--- src/rtl/countdown_timer_pkg.sv ---
// timer_pkg: types and BCD limits shared by the countdown timer block.
//   timer_state_t  : SET / RUN / PAUSE / ALARM controller states
//   BCD_MAX_SEC10  : largest tens digit of a minutes or seconds field
//   BCD_MAX_DIGIT  : largest BCD digit value
package timer_pkg;

  typedef enum logic [1:0] {SET, RUN, PAUSE, ALARM} timer_state_t;

  localparam logic [3:0] BCD_MAX_SEC10 = 4'd5;
  localparam logic [3:0] BCD_MAX_DIGIT = 4'd9;

endpackage

--- src/rtl/countdown_timer_if.sv ---
// countdown_timer_if: button pulses in, display value and status flags out.
//   btn_start/btn_min/btn_sec/btn_clear : 1-cycle pulses from the debounce chain
//   value                               : packed BCD {min10,min1,sec10,sec1}
//   running/alarm/blank                 : status flags and display blank request
// master = button source / display consumer, slave = countdown_timer.
interface countdown_timer_if;
  logic        btn_start;
  logic        btn_min;
  logic        btn_sec;
  logic        btn_clear;
  logic [15:0] value;
  logic        running;
  logic        alarm;
  logic        blank;

  modport master (
    output btn_start, btn_min, btn_sec, btn_clear,
    input  value, running, alarm, blank
  );

  modport slave (
    input  btn_start, btn_min, btn_sec, btn_clear,
    output value, running, alarm, blank
  );
endinterface

--- src/rtl/countdown_timer_tick_gen.sv ---
// tick_gen: 1 s prescaler, counts 0..CLK_HZ-1 and wraps.
//   clk, reset_p : clock, async active-high reset
//   i_run        : advance the count (otherwise hold)
//   i_clr        : force the count to 0 (wins over i_run)
//   o_tick       : 1-cycle pulse while running with the count at CLK_HZ-1
module tick_gen #(
  parameter int CLK_HZ = 125_000_000
) (
  input  logic clk,
  input  logic reset_p,
  input  logic i_run,
  input  logic i_clr,
  output logic o_tick
);

  localparam int CNT_W = (CLK_HZ > 1) ? $clog2(CLK_HZ) : 1;
  localparam logic [CNT_W-1:0] CNT_MAX = CNT_W'(CLK_HZ - 1);

  logic [CNT_W-1:0] r_cnt;

  always_ff @(posedge clk or posedge reset_p) begin
    if (reset_p) begin
      r_cnt <= '0;
    end else if (i_clr) begin
      r_cnt <= '0;
    end else if (i_run) begin
      r_cnt <= (r_cnt == CNT_MAX) ? '0 : r_cnt + 1'b1;
    end
  end

  // Not gated by i_clr: the controller's own priority decides what a tick
  // does, and gating here would loop back through the clear decision.
  assign o_tick = i_run && (r_cnt == CNT_MAX);

endmodule

--- src/rtl/countdown_timer.sv ---
// countdown_timer: MM:SS countdown (00:00-59:59) with alarm and auto-rearm.
//   clk, reset_p : clock, async active-high reset
//   bus (slave)  : button pulses in; BCD value, running, alarm, blank out
// Parameters: CLK_HZ (clk cycles per 1 s tick), ALARM_SEC (alarm hold, 1..255).
// Build option TIMER_ALARM_BLINK_EN: blank toggles every CLK_HZ/4 cycles while
// in ALARM; without it blank is tied to 0.
//
// state | meaning
// SET   | value editable with min/sec, start arms if value != 00:00
// RUN   | decrement once per tick, reaching 00:00 enters ALARM
// PAUSE | value and prescaler frozen, start resumes
// ALARM | alarm flag up, returns to SET with the preset after ALARM_SEC ticks
module countdown_timer
  import timer_pkg::*;
#(
  parameter int CLK_HZ    = 125_000_000,
  parameter int ALARM_SEC = 10
) (
  input  logic clk,
  input  logic reset_p,
  countdown_timer_if.slave bus
);

  localparam logic [7:0] ALARM_LAST = 8'(ALARM_SEC - 1);

  timer_state_t r_state;
  logic [15:0]  r_value;
  logic [15:0]  r_preset;
  logic [7:0]   r_alarm_cnt;
  logic         r_running;
  logic         r_alarm;

  logic         w_tick;
  logic         w_presc_run;
  logic         w_presc_clr;
  logic         w_alarm_done;
  logic         w_leave_alarm;
  logic [15:0]  w_value_dec;

  // +1 on a two-digit BCD field with 59 -> 00 wrap, no carry out.
  function automatic logic [7:0] bcd_inc60(input logic [7:0] f);
    logic [7:0] res;
    res = f;
    if (f[3:0] >= BCD_MAX_DIGIT) begin
      res[3:0] = 4'd0;
      res[7:4] = (f[7:4] >= BCD_MAX_SEC10) ? 4'd0 : f[7:4] + 4'd1;
    end else begin
      res[3:0] = f[3:0] + 4'd1;
    end
    return res;
  endfunction

  // -1 on MM:SS with borrows; only used with a non-zero value.
  function automatic logic [15:0] bcd_dec(input logic [15:0] v);
    logic [15:0] res;
    res = v;
    if (v[3:0] != 4'd0) begin
      res[3:0] = v[3:0] - 4'd1;
    end else begin
      res[3:0] = BCD_MAX_DIGIT;
      if (v[7:4] != 4'd0) begin
        res[7:4] = v[7:4] - 4'd1;
      end else begin
        res[7:4] = BCD_MAX_SEC10;
        if (v[11:8] != 4'd0) begin
          res[11:8] = v[11:8] - 4'd1;
        end else begin
          res[11:8]  = BCD_MAX_DIGIT;
          res[15:12] = v[15:12] - 4'd1;
        end
      end
    end
    return res;
  endfunction

  assign w_value_dec   = bcd_dec(r_value);
  assign w_presc_run   = (r_state == RUN) || (r_state == ALARM);
  assign w_alarm_done  = (r_state == ALARM) && w_tick && (r_alarm_cnt == ALARM_LAST);
  assign w_leave_alarm = (r_state == ALARM) && (bus.btn_clear || bus.btn_start || w_alarm_done);

  // Prescaler restarts on every state entry except RUN<->PAUSE, so a paused
  // count picks up exactly where it stopped. RUN->ALARM needs no explicit
  // clear: that transition only happens on a tick, where the count wraps.
  assign w_presc_clr = (r_state == SET) || bus.btn_clear || w_leave_alarm;

  tick_gen #(.CLK_HZ(CLK_HZ)) u_tick_gen (
    .clk     (clk),
    .reset_p (reset_p),
    .i_run   (w_presc_run),
    .i_clr   (w_presc_clr),
    .o_tick  (w_tick)
  );

  always_ff @(posedge clk or posedge reset_p) begin
    if (reset_p) begin
      r_state     <= SET;
      r_value     <= 16'h0000;
      r_preset    <= 16'h0000;
      r_alarm_cnt <= 8'd0;
      r_running   <= 1'b0;
      r_alarm     <= 1'b0;
    end else begin
      case (r_state)
        SET: begin
          if (bus.btn_clear) begin
            r_value <= 16'h0000;
          end else if (bus.btn_start) begin
            if (r_value != 16'h0000) begin
              r_preset  <= r_value;
              r_state   <= RUN;
              r_running <= 1'b1;
            end
          end else if (bus.btn_min) begin
            r_value[15:8] <= bcd_inc60(r_value[15:8]);
          end else if (bus.btn_sec) begin
            r_value[7:0] <= bcd_inc60(r_value[7:0]);
          end
        end
        RUN: begin
          if (bus.btn_clear) begin
            r_state   <= SET;
            r_value   <= 16'h0000;
            r_running <= 1'b0;
          end else if (bus.btn_start) begin
            r_state   <= PAUSE;
            r_running <= 1'b0;
          end else if (w_tick) begin
            r_value <= w_value_dec;
            if (w_value_dec == 16'h0000) begin
              r_state     <= ALARM;
              r_running   <= 1'b0;
              r_alarm     <= 1'b1;
              r_alarm_cnt <= 8'd0;
            end
          end
        end
        PAUSE: begin
          if (bus.btn_clear) begin
            r_state <= SET;
            r_value <= 16'h0000;
          end else if (bus.btn_start) begin
            r_state   <= RUN;
            r_running <= 1'b1;
          end
        end
        ALARM: begin
          if (bus.btn_clear) begin
            r_state <= SET;
            r_value <= 16'h0000;
            r_alarm <= 1'b0;
          end else if (bus.btn_start || w_alarm_done) begin
            r_state <= SET;
            r_value <= r_preset;
            r_alarm <= 1'b0;
          end else if (w_tick) begin
            r_alarm_cnt <= r_alarm_cnt + 8'd1;
          end
        end
        default: begin
          r_state   <= SET;
          r_running <= 1'b0;
          r_alarm   <= 1'b0;
        end
      endcase
    end
  end

`ifdef TIMER_ALARM_BLINK_EN
  localparam int BLINK_DIV = (CLK_HZ / 4 > 0) ? CLK_HZ / 4 : 1;
  localparam logic [31:0] BLINK_LAST = 32'(BLINK_DIV - 1);

  logic [31:0] r_blink_cnt;
  logic        r_blank;

  always_ff @(posedge clk or posedge reset_p) begin
    if (reset_p) begin
      r_blink_cnt <= 32'd0;
      r_blank     <= 1'b0;
    end else if ((r_state == ALARM) && !w_leave_alarm) begin
      if (r_blink_cnt == BLINK_LAST) begin
        r_blink_cnt <= 32'd0;
        r_blank     <= ~r_blank;
      end else begin
        r_blink_cnt <= r_blink_cnt + 32'd1;
      end
    end else begin
      r_blink_cnt <= 32'd0;
      r_blank     <= 1'b0;
    end
  end

  assign bus.blank = r_blank;
`else
  assign bus.blank = 1'b0;
`endif

  assign bus.value   = r_value;
  assign bus.running = r_running;
  assign bus.alarm   = r_alarm;

endmodule

--- src/flat_wrapper.sv ---
// flat-port wrapper written by rule: the top's interface ports become plain ports
module countdown_timer_flat import timer_pkg::*;
#(
  parameter int CLK_HZ    = 125_000_000,
  parameter int ALARM_SEC = 10
)
  (clk, reset_p, bus_btn_start, bus_btn_min, bus_btn_sec, bus_btn_clear, bus_value, bus_running, bus_alarm, bus_blank);
  countdown_timer_if bus_i ();
  input  logic clk;
  input  logic reset_p;
  input wire logic [$bits(bus_i.btn_start)-1:0] bus_btn_start;
  input wire logic [$bits(bus_i.btn_min)-1:0] bus_btn_min;
  input wire logic [$bits(bus_i.btn_sec)-1:0] bus_btn_sec;
  input wire logic [$bits(bus_i.btn_clear)-1:0] bus_btn_clear;
  output wire logic [$bits(bus_i.value)-1:0] bus_value;
  output wire logic [$bits(bus_i.running)-1:0] bus_running;
  output wire logic [$bits(bus_i.alarm)-1:0] bus_alarm;
  output wire logic [$bits(bus_i.blank)-1:0] bus_blank;
  assign bus_i.btn_start = bus_btn_start;
  assign bus_i.btn_min = bus_btn_min;
  assign bus_i.btn_sec = bus_btn_sec;
  assign bus_i.btn_clear = bus_btn_clear;
  assign bus_value = bus_i.value;
  assign bus_running = bus_i.running;
  assign bus_alarm = bus_i.alarm;
  assign bus_blank = bus_i.blank;
  countdown_timer #(.CLK_HZ(CLK_HZ), .ALARM_SEC(ALARM_SEC)) u_core (.clk(clk), .reset_p(reset_p), .bus(bus_i));
endmodule
--- config.mk ---
export PLATFORM = sky130hd
export DESIGN_NAME = countdown_timer_flat
export DESIGN_NICKNAME = d
export VERILOG_FILES = /design/src/rtl/countdown_timer_pkg.sv /design/src/rtl/countdown_timer_if.sv /design/src/rtl/countdown_timer_tick_gen.sv /design/src/rtl/countdown_timer.sv /design/src/flat_wrapper.sv
export SDC_FILE = /design/constraint.sdc
export NUM_CORES = 1
export LEC_CHECK = 0
export BUFFER_PORTS_ARGS = -buffer_cell sky130_fd_sc_hd__buf_2
export CELL_PAD_IN_SITES_DETAIL_PLACEMENT = 0
export CELL_PAD_IN_SITES_GLOBAL_PLACEMENT = 1
export CORE_UTILIZATION = 43
export DETAILED_ROUTE_END_ITERATION = 8
export PLACE_DENSITY_LB_ADDON = 0.12
export SYNTH_ARGS = -nofsm -noshare
export SYNTH_HDL_FRONTEND = slang
export SYNTH_SLANG_ARGS = --single-unit
--- constraint.sdc ---
create_clock -name clk -period 2.4 [get_ports clk]
set_input_delay 0.48 -clock clk [delete_from_list [all_inputs] [get_ports clk]]
set_output_delay 0.48 -clock clk [all_outputs]
set_load 0.02 [all_outputs]
==> results_dict.tcl, run 1 <==
set metrics [dict create \
    slowest_stage "or4_4" \
    slew_headroom 0.550 \
    drc 0 \
    area_growth_pct 18.0 \
    vias 4364 \
    finalSetupViolCount 0 \
    async_reset_ff_frac 1.00 \
    antenna_cells 0 \
    gp_congestion 0.841 \
    htreeDepth 3 \
    crit_path_max_fanout 8 \
    syn-num-nets 559 \
    required_ns 2.64 \
    crit_top_cell "nand3_2" \
    period_needed_ns 2.26 \
    grt_max_degree 51 \
    dp_hpwl_um 9210 \
    skew_ns 0.00863 \
    io_buffers 23 \
    path_class "reg2reg" \
    start_kind "flip-flop" \
    place_inst 724 \
    synth.avg_cell_area_um2 8.81 \
    grt_remaining_overflow 0 \
    final_util 0.530 \
    crit_chain "ha_1 > nand3_2 > or4_4 > o21bai_4 > nand3_2 > a211o_1" \
    cts_buffers 9 \
    min_period_over_period 0.941 \
    die_area_mm2 0.0114 \
    grt_pass1_vias 4193 \
    fin_cells 741 \
    cts_tree "built" \
    wl_um 12800 \
    die_h_um 107 \
    hold_viol 0 \
    cts_root_buf "clkbuf_8" \
    ys_seq_area_frac 0.376 \
    worst_pin_slew_ns 0.671 \
    drt-initial-drc-count 238 \
    design_power_total_w 0.00489 \
    drt-vias-per-instance 5.89 \
    drv_slew 0 \
    clk_pin_slew_ns 0.07 \
    nets 625 \
    status "completed" \
    yosysWarnings 0 \
    firstDrtPassIters 4 \
    die_x_um 107 \
    grt_pass1_wl_um 21700 \
    design.core.area_mm2 0.0105 \
    netlist_area_mm2 0.00472 \
    end_kind "flip-flop" \
    maxCapViolCount 0 \
    clkLatencyLatePin_ns 0.36 \
    timing.fmax_mhz 443 \
    synth_edf_count 0 \
    p_per_area_mw_per_mm2 878 \
    initial_utilization 0.449 \
    drive_gt1_frac 0.238 \
    grtUsageTotal 0.244 \
    crit_path_max_incr_delay_ns 0.61 \
    holdWs_ns 0.168 \
    cts.path.max_buffers 2 \
    ys_ff_latch 71 \
    dp_slack_ns 0.0309 \
    rsz0062_at_grt "true" \
    vdd_ir_drop_max_mv 0.525 \
    grt_antenna_before_repair 0 \
    ios 25 \
    ys_types 81 \
    synthCells 536 \
    worstPathArrival_ns 2.50 \
    core.rowCount 37 \
    synth_ff_type "dfrtp_1" \
    cts.sinks 71 \
    min_path_type "in2async" \
    leakagePower_nw 2.37 \
    fin_ws_ns 0.141 \
    wl_per_cell_um 17.3 \
    antenna_left 0 \
]
-- critical path, delay by kind of cell, from the launching register on --
kind	cells	cell delay (ns)
AND/OR/NAND/NOR	3	0.94
AO/OA/AOI/OAI	2	0.61
flip-flops	1	0.38
adder cells (fa/ha/maj)	1	0.22
-- cell usage after synthesis, types with 8 or more instances --
| cell type | number | area share |
|---|---|---|
| o21ai_1 | 22 | 0.023 |
| a31oi_1 | 11 | 0.015 |
| dfrtp_1 | 71 | 0.38 |
| nand2_1 | 56 | 0.045 |
| inv_1 | 21 | 0.017 |
| nand4_1 | 10 | 0.013 |
| nor2_1 | 33 | 0.026 |
| nor4_1 | 10 | 0.013 |
| o21ai_0 | 46 | 0.049 |
| o31ai_1 | 13 | 0.021 |
| clkbuf_1 | 13 | 0.010 |
| nor2b_1 | 11 | 0.015 |
| nor3_1 | 17 | 0.018 |
| ha_1 | 17 | 0.045 |
| a21oi_1 | 19 | 0.020 |
| nand3_1 | 18 | 0.019 |
| o2bb2ai_1 | 8 | 0.015 |
-- area by class of cell --
cell class                      instances  area [um2]
Timing Repair Buffer                   85         618
Tap cell                              136         170
Sequential cell                        71        1780
Clock inverter                          1        5.00
Fill cell                            1011        4940
Inverter                               21        82.6
Multi-Input combinational cell        414        2760
Clock buffer                           13         159
-- final timing paths --
check | start | to | slack (ns) | cells after the start
worst max register to register | u_core.u_tick_gen.r_cnt[1]$_DFFE_PP0P_ | u_core.bus.value[0]$_DFFE_PP0P_ | 0.14 | 6
worst min register to register | u_core.r_preset[4]$_DFFE_PP0P_ | u_core.r_preset[4]$_DFFE_PP0P_ | 0.49 | 2
worst max-delay path | u_core.u_tick_gen.r_cnt[1]$_DFFE_PP0P_ | u_core.bus.value[0]$_DFFE_PP0P_ | 0.14 | 6
max in group asynchronous | reset_p | u_core.r_alarm_cnt[2]$_DFFE_PP0P_ | 1.59 | 3
min in group clk | bus_btn_clear | u_core.bus.value[3]$_DFFE_PP0P_ | 0.42 | 2
worst min-delay path | reset_p | u_core.bus.value[11]$_DFFE_PP0P_ | 0.17 | 2
-- registers in the layout (all words and copies together), names as in the netlist --
signal                   cells
u_core.bus.value            16
u_core.r_preset             16
u_core.r_state               2
u_core.bus.running           1
u_core.r_alarm_cnt           8
u_core.u_tick_gen.r_cnt     27
u_core.bus.alarm             1
-- cells by family after synthesis --
| kind of cell | share of synthesized area |
|---|---|
| AOI/OAI and AO/OA | 0.241 |
| adders and majority gates | 0.0450 |
| buffers and inverters | 0.0575 |
| DFF | 0.376 |
| xor gates and xnor gates | 0.0130 |
| and+or+nand+nor | 0.249 |
| other | 0.000794 |
| muxes | 0.0175 |
-- per-stage QoR --
| stage | instance area, um2 | TNS, ns |
|---|---|---|
| 2_1_floorplan | 4730 | -0.0283 |
| 3_3_place_gp | 5300 | 0 |
| 3_5_place_dp | 5300 | 0 |
| 4_1_cts | 5470 | 0 |
| 5_1_grt | 5570 | -0.0116 |
| 6_report | 5570 | 0 |
-- power breakdown --
group / switching, W / internal, W
Combinational: 0.00137 / 0.00109
Clock: 0.000447 / 0.000420
Sequential: 0.000167 / 0.00139
Total: 0.00199 / 0.00291
-- what timing repair did --
item	in CTS	in global routing
hold buffers	0	0
endpoints found under the setup margin	0	22
resized for setup	0	17
setup buffers	0	3
-- cell usage in the layout (no fill, tap or decap), types with 6 or more instances in the layout --
master,instances
ha_1,14
dfrtp_1,68
a22oi_1,6
o21ai_1,22
nand3_1,18
nand2b_1,6
o21ai_0,45
buf_4,59
a21oi_1,19
inv_1,19
o31ai_1,12
nand4_1,10
nor4_1,10
nor2b_1,10
nand2_1,56
o2bb2ai_1,8
a31oi_1,11
mux2_2,6
buf_2,23
nor2_1,33
clkbuf_8,11
nor3_1,16
-- metal layers --
layer  vias to the layer above  track usage  share of wire
met1                      2140        0.341           0.51
met3                        23       0.0347          0.027
li1                       2120            -              -
met4                         0        0.114          0.025
met2                        81        0.371           0.44
met5                         -            0              0
Power figures use the tool's default switching activity.
==> run 2: changes to the inputs <==
ABC_AREA = 1   (was not set)
CORE_UTILIZATION = 41   (was 43)
==> results_dict.tcl, run 2 <==
set metrics [dict create \
    regMostFlops "u_core.u_tick_gen.r_cnt" \
    async_reset_ff_frac 1.00 \
    synthCells 662 \
    grt_pass1_wl_um 21100 \
    core.rowCount 39 \
    cts_buffers 9 \
    ios 25 \
    synth.avg_cell_area_um2 7.24 \
    cts_tree "built" \
    worstPathArrival_ns 2.47 \
    io_buffers 23 \
    min_period_over_period 0.931 \
    min_path_type "in2async" \
    timing.fmax_mhz 447 \
    maxCapViolCount 0 \
    cts.sinks 71 \
    grtUsageTotal 0.226 \
    ys_types 42 \
    drc 0 \
    nFillCells 1141 \
    die_x_um 110 \
    dp_hpwl_um 9330 \
    syn-num-nets 685 \
    period_needed_ns 2.23 \
    htreeDepth 3 \
    die_area_mm2 0.0121 \
    wl_per_cell_um 14.5 \
    ys_seq_area_frac 0.370 \
    drv_slew 0 \
    synth_top_area_frac 0.370 \
    grt_max_degree 41 \
    cts.path.max_buffers 2 \
    initial_utilization 0.420 \
    finalSetupTns_ns 0 \
    skew_ns 0.00568 \
    cts.hold.buffers_added 0 \
    final_common_cell "nand2_1" \
    vdd_ir_drop_max_mv 0.710 \
    r2r_cells 17 \
    worst_pin_slew_ns 0.592 \
    antenna_cells 0 \
    status "completed" \
    vias 4621 \
    netlist_area_mm2 0.00480 \
    crit_top_cell "nand2_1" \
    yosysTopAreaCell "dfrtp_1" \
    firstDrtPassIters 4 \
    rsz0062_at_grt "true" \
    grt_pass1_vias 4407 \
    endpoint "u_core.r_alarm_cnt[4]$_DFFE_PP0P_" \
    area_growth_pct 21.5 \
    start_kind "flip-flop" \
    required_ns 2.63 \
    drt-initial-drc-count 236 \
    design.core.area_mm2 0.0114 \
    startpoint "u_core.bus.value[1]$_DFFE_PP0P_" \
    leakagePower_nw 2.77 \
    cts_root_buf "clkbuf_16" \
    clk_pin_slew_ns 0.06 \
    wl_um 12800 \
    p_per_area_mw_per_mm2 1250 \
    slew_headroom 0.603 \
    crit_family "simple AND/OR/NAND/NOR gates" \
    yosys-top-cells-count "175 x nand2_1, 77 x inv_1, 71 x dfrtp_1" \
    grt_antenna_before_repair 0 \
    antenna_left 0 \
    regToRegStartpoint "u_core.bus.value[1]$_DFFE_PP0P_" \
    finalSetupViolCount 0 \
    fin_area_mm2 0.00583 \
    largest_register_ffs 27 \
    ff2ff_setup_slack_ns 0.17 \
    clkLatencyLatePin_ns 0.34 \
    cp_num_cells 17 \
    end_kind "flip-flop" \
    final_util 0.510 \
    worst-path-buf-inv 4 \
    nets 755 \
    die_h_um 110 \
    synth_ff_type "dfrtp_1" \
    crit_path_max_fanout 8 \
    yosysMostFrequentCell "nand2_1" \
    grt_remaining_overflow 0 \
    hold_viol 0 \
    synth_area_leaders "dfrtp_1 37%, nand2_1 14%, inv_1 6.0%" \
    yosysWarnings 0 \
    placed_cell_area_mm2 0.00531 \
    drive_gt1_frac 0.182 \
    crit_chain "inv_2 > ha_4 > nand2_2 > nor2_4 > buf_4 > nand3_2 > nand2_1 > nand2_1 > inv_2 > nand2_1 > nor2_2 > nand3_4 > nand2_4 > buf_12 > nand3_1 > nand2_1 > nor2_1" \
    mostFrequentLayoutCells "173 x nand2_1, 74 x inv_1, 71 x dfrtp_1" \
    gp_congestion 0.881 \
    crit_path_max_incr_delay_ns 0.38 \
    synth_edf_count 0 \
    ys_ff_latch 71 \
    drt-vias-per-instance 5.25 \
    path_class "reg2reg" \
    r2r_end "u_core.r_alarm_cnt[4]$_DFFE_PP0P_" \
    slowest_stage "dfrtp_1" \
]
[run 2: cell count changes after synthesis, sizes merged, moves of 15 or more]
cell   previous run  this run
nand3            20        52
nor2             35        65
xor2              4        25
nand2            57       178
o22ai             1        16
inv              21        83
o21ai            70        49
[run 2: how the worst min path moves through the flow]
stage	end	start	slack [ns]	cells past startpoint
after floorplan	u_core.r_preset[10]$_DFFE_PP0P_	u_core.r_preset[10]$_DFFE_PP0P_	0.45	2
after CTS	u_core.u_tick_gen.r_cnt[1]$_DFFE_PP0P_	reset_p	0.23	3
after detailed placement	u_core.bus.running$_DFFE_PP0P_	u_core.bus.running$_DFFE_PP0P_	0.45	2
final	u_core.u_tick_gen.r_cnt[2]$_DFFE_PP0P_	reset_p	0.22	3
after global placement	u_core.bus.running$_DFFE_PP0P_	u_core.bus.running$_DFFE_PP0P_	0.46	2
after global routing	u_core.u_tick_gen.r_cnt[2]$_DFFE_PP0P_	reset_p	0.28	3
[run 2: where the power goes]
part | switching [W] | total [W] | internal, W
registers | 0.000222 | 0.00171 | 0.00149
logic | 0.00256 | 0.00423 | 0.00167
clock network | 0.000543 | 0.00135 | 0.000806
total | 0.00332 | 0.00729 | 0.00396
[run 2: layer usage]
layer  wire length (um)  vias to the layer above  global-route usage
li1                   -                     2345                   -
met1               5820                     2188               0.276
met2               6340                       66               0.391
met3                294                       22              0.0353
met4                314                        0               0.101
met5                  0                        -                   0
[run 2: tightest hold or removal path: cells and delay by family]
family	cells	cell delay (ns)
buf+inv	3	0.50
[run 2: cells by family after synthesis]
kind of cell | count (synthesis) | share of synthesized area
XOR/XNOR | 29 | 0.0530
AND/OR/NAND/NOR | 343 | 0.321
adder cells (fa/ha/maj) | 17 | 0.0444
flip-flops | 71 | 0.370
buffers and inverters | 102 | 0.0856
AO/OA/AOI/OAI | 99 | 0.125
other | 1 | 0.000782
[run 2: area by class of cell]
| cell class | count | area (um2) | area share |
|---|---|---|---|
| clock buffers | 11 | 233 | 0.0399 |
| clock inverters | 5 | 58.8 | 0.0101 |
| multi-input cells | 489 | 2700 | 0.464 |
| well taps | 143 | 179 | 0.0307 |
| flip-flops and latches | 71 | 1780 | 0.305 |
| repair buffers | 77 | 562 | 0.0964 |
| inverters | 84 | 315 | 0.0541 |
[run 2: timing repair]
action,4_1_cts,5_1_grt
resized for setup,1,24
setup buffers,0,14
endpoints found under the setup margin,5,28
pin swaps,0,8
[run 2: metrics by stage]
step	hold slack, ns	instances	total power, W	setup WS (ns)
after CTS	0.232	866	0.00677	0.0183
after global routing	0.279	880	0.00791	-0.0172
after global placement	0.455	850	0.00537	0.0240
final	0.221	880	0.00729	0.165
after floorplan	0.453	662	0.00426	0.113
after detailed placement	0.455	850	0.00539	-0.0487
==> run 3: changes to the inputs <==
CORE_UTILIZATION = 46   (was 41)
clock period = 2.45 ns   (was 2.4 ns; I/O delays follow)
==> results_dict.tcl, run 3 (synthesis results as in run 2) <==
set metrics [dict create \
    antenna_cells 0 \
    end_kind "flip-flop" \
    nets 738 \
    seq_power_share 0.262 \
    required_ns 2.70 \
    fin_area_mm2 0.00556 \
    cts_buffers 9 \
    cts.hold.buffers_added 0 \
    vdd_ir_drop_max_mv 0.672 \
    finalSetupViolCount 0 \
    grt_pass1_wl_um 21200 \
    drv_slew 0 \
    grt_remaining_overflow 0 \
    io_buffers 23 \
    drt-vias-per-instance 5.31 \
    placed_cell_area_mm2 0.00524 \
    grt_max_degree 33 \
    die_x_um 104 \
    wl_um 12500 \
    internal-power_w 0.00346 \
    largest_register_ffs 27 \
    ff2ff_setup_slack_ns 0.19 \
    drc 0 \
    cts_tree "built" \
    period_needed_ns 2.26 \
    clockPowerShare 0.182 \
    gp_congestion 0.922 \
    maxCapViolCount 0 \
    hold_viol 0 \
    dp_hpwl_um 9200 \
    cts_root_buf "clkbuf_8" \
    nFillCells 1000 \
    regMostFlops "u_core.u_tick_gen.r_cnt" \
    cts.sinks 71 \
    status "completed" \
    ff_latch_area_mm2 0.00178 \
    p_per_area_mw_per_mm2 1180 \
    multiInputGateArea_mm2 0.00265 \
    min_period_over_period 0.921 \
    die_h_um 104 \
    vias 4533 \
    p_sw_w 0.00308 \
    skew_ns 0.0103 \
    firstDrtPassIters 5 \
    worst_pin_slew_ns 0.629 \
    mostFrequentLayoutCells "175 x nand2_1, 76 x inv_1, 71 x dfrtp_1" \
    initial_utilization 0.482 \
    worstPathArrival_ns 2.50 \
    grtUsageTotal 0.241 \
    antenna_left 0 \
    path_class "reg2reg" \
    area_growth_pct 15.9 \
    crit_path_max_fanout 6 \
    comb_power_share 0.556 \
    drive_gt1_frac 0.154 \
    min_path_type "in2async" \
    grt_pass1_vias 4471 \
    design.core.area_mm2 0.00995 \
    drt-initial-drc-count 168 \
    wl_per_cell_um 14.6 \
    clkLatencyLatePin_ns 0.36 \
    leakagePower_nw 2.63 \
    timing.fmax_mhz 443 \
    design_power_total_w 0.00654 \
    slew_headroom 0.578 \
    swShare 0.471 \
    htreeDepth 3 \
    clk_pin_slew_ns 0.08 \
    start_kind "flip-flop" \
    core.rowCount 36 \
    die_area_mm2 0.0108 \
    final_util 0.558 \
    grt_antenna_before_repair 0 \
    ios 25 \
    final_common_cell "nand2_1" \
    cts.path.max_buffers 2 \
]
-- run 3: worst max-delay path, cell delays in order, from the launching register on --
cell and delay, ns:
dfrtp_1 0.39, ha_1 0.21, nand3_1 0.13, inv_1 0.09
nand3_1 0.07, nor3_1 0.16, nand3_1 0.18, nand3_1 0.13
nand3_1 0.20, nor2_4 0.23, nand3_1 0.17, nand2_1 0.11
nand2_1 0.06
-- run 3: power groups by stage --
stage	Sequential [W]	Clock, W	Combinational (W)
final	0.00172	0.00119	0.00363
after detailed placement	0.00173	0	0.00344
after global placement	0.00172	0	0.00342
after floorplan	0.00182	0	0.00235
after global routing	0.00175	0.00125	0.00412
after CTS	0.00171	0.00121	0.00346
-- run 3: cell type report --
cell class	count	share of cell area
Inverter	84	0.0567
Tap cell	133	0.0299
Clock buffer	11	0.0254
Clock inverter	5	0.0189
Multi-Input combinational cell	490	0.477
Sequential cell	71	0.320
Timing Repair Buffer	59	0.0723
-- run 3: what timing repair did --
item / CTS / global route
hold endpoints to repair: 0 / 0
endpoints found under the setup margin: 0 / 17
resized for setup: 0 / 12
setup buffers: 0 / 4
-- run 3: worst paths after layout --
| kind | startpoint | end | cells past startpoint |
|---|---|---|---|
| max | u_core.u_tick_gen.r_cnt[0]$_DFFE_PP0P_ | u_core.bus.value[13]$_DFFE_PP0P_ | 12 |
| min | reset_p | u_core.bus.value[2]$_DFFE_PP0P_ | 2 |
| max reg2reg | u_core.u_tick_gen.r_cnt[0]$_DFFE_PP0P_ | u_core.bus.value[13]$_DFFE_PP0P_ | 12 |
| min reg2reg | u_core.bus.running$_DFFE_PP0P_ | u_core.bus.running$_DFFE_PP0P_ | 2 |
| max in group asynchronous | reset_p | u_core.r_alarm_cnt[3]$_DFFE_PP0P_ | 3 |
| min in group clk | u_core.bus.running$_DFFE_PP0P_ | u_core.bus.running$_DFFE_PP0P_ | 2 |
-- run 3: through the flow --
step           std cells  worst slack (ns)  TNS, ns  hold slack [ns]
3_5_place_dp         832            0.0492        0            0.458
3_3_place_gp         832            0.0957        0            0.452
6_report             853             0.194        0            0.205
4_1_cts              848            0.0303        0            0.214
5_1_grt              853           -0.0196  -0.0208            0.249
2_1_floorplan        662             0.163        0            0.453
-- run 3: metal layers --
layer / global-route usage / routed length [um]
met1: 0.305 / 5770
met2: 0.427 / 6170
met3: 0.0263 / 332
met4: 0.0816 / 172
met5: 0 / 0
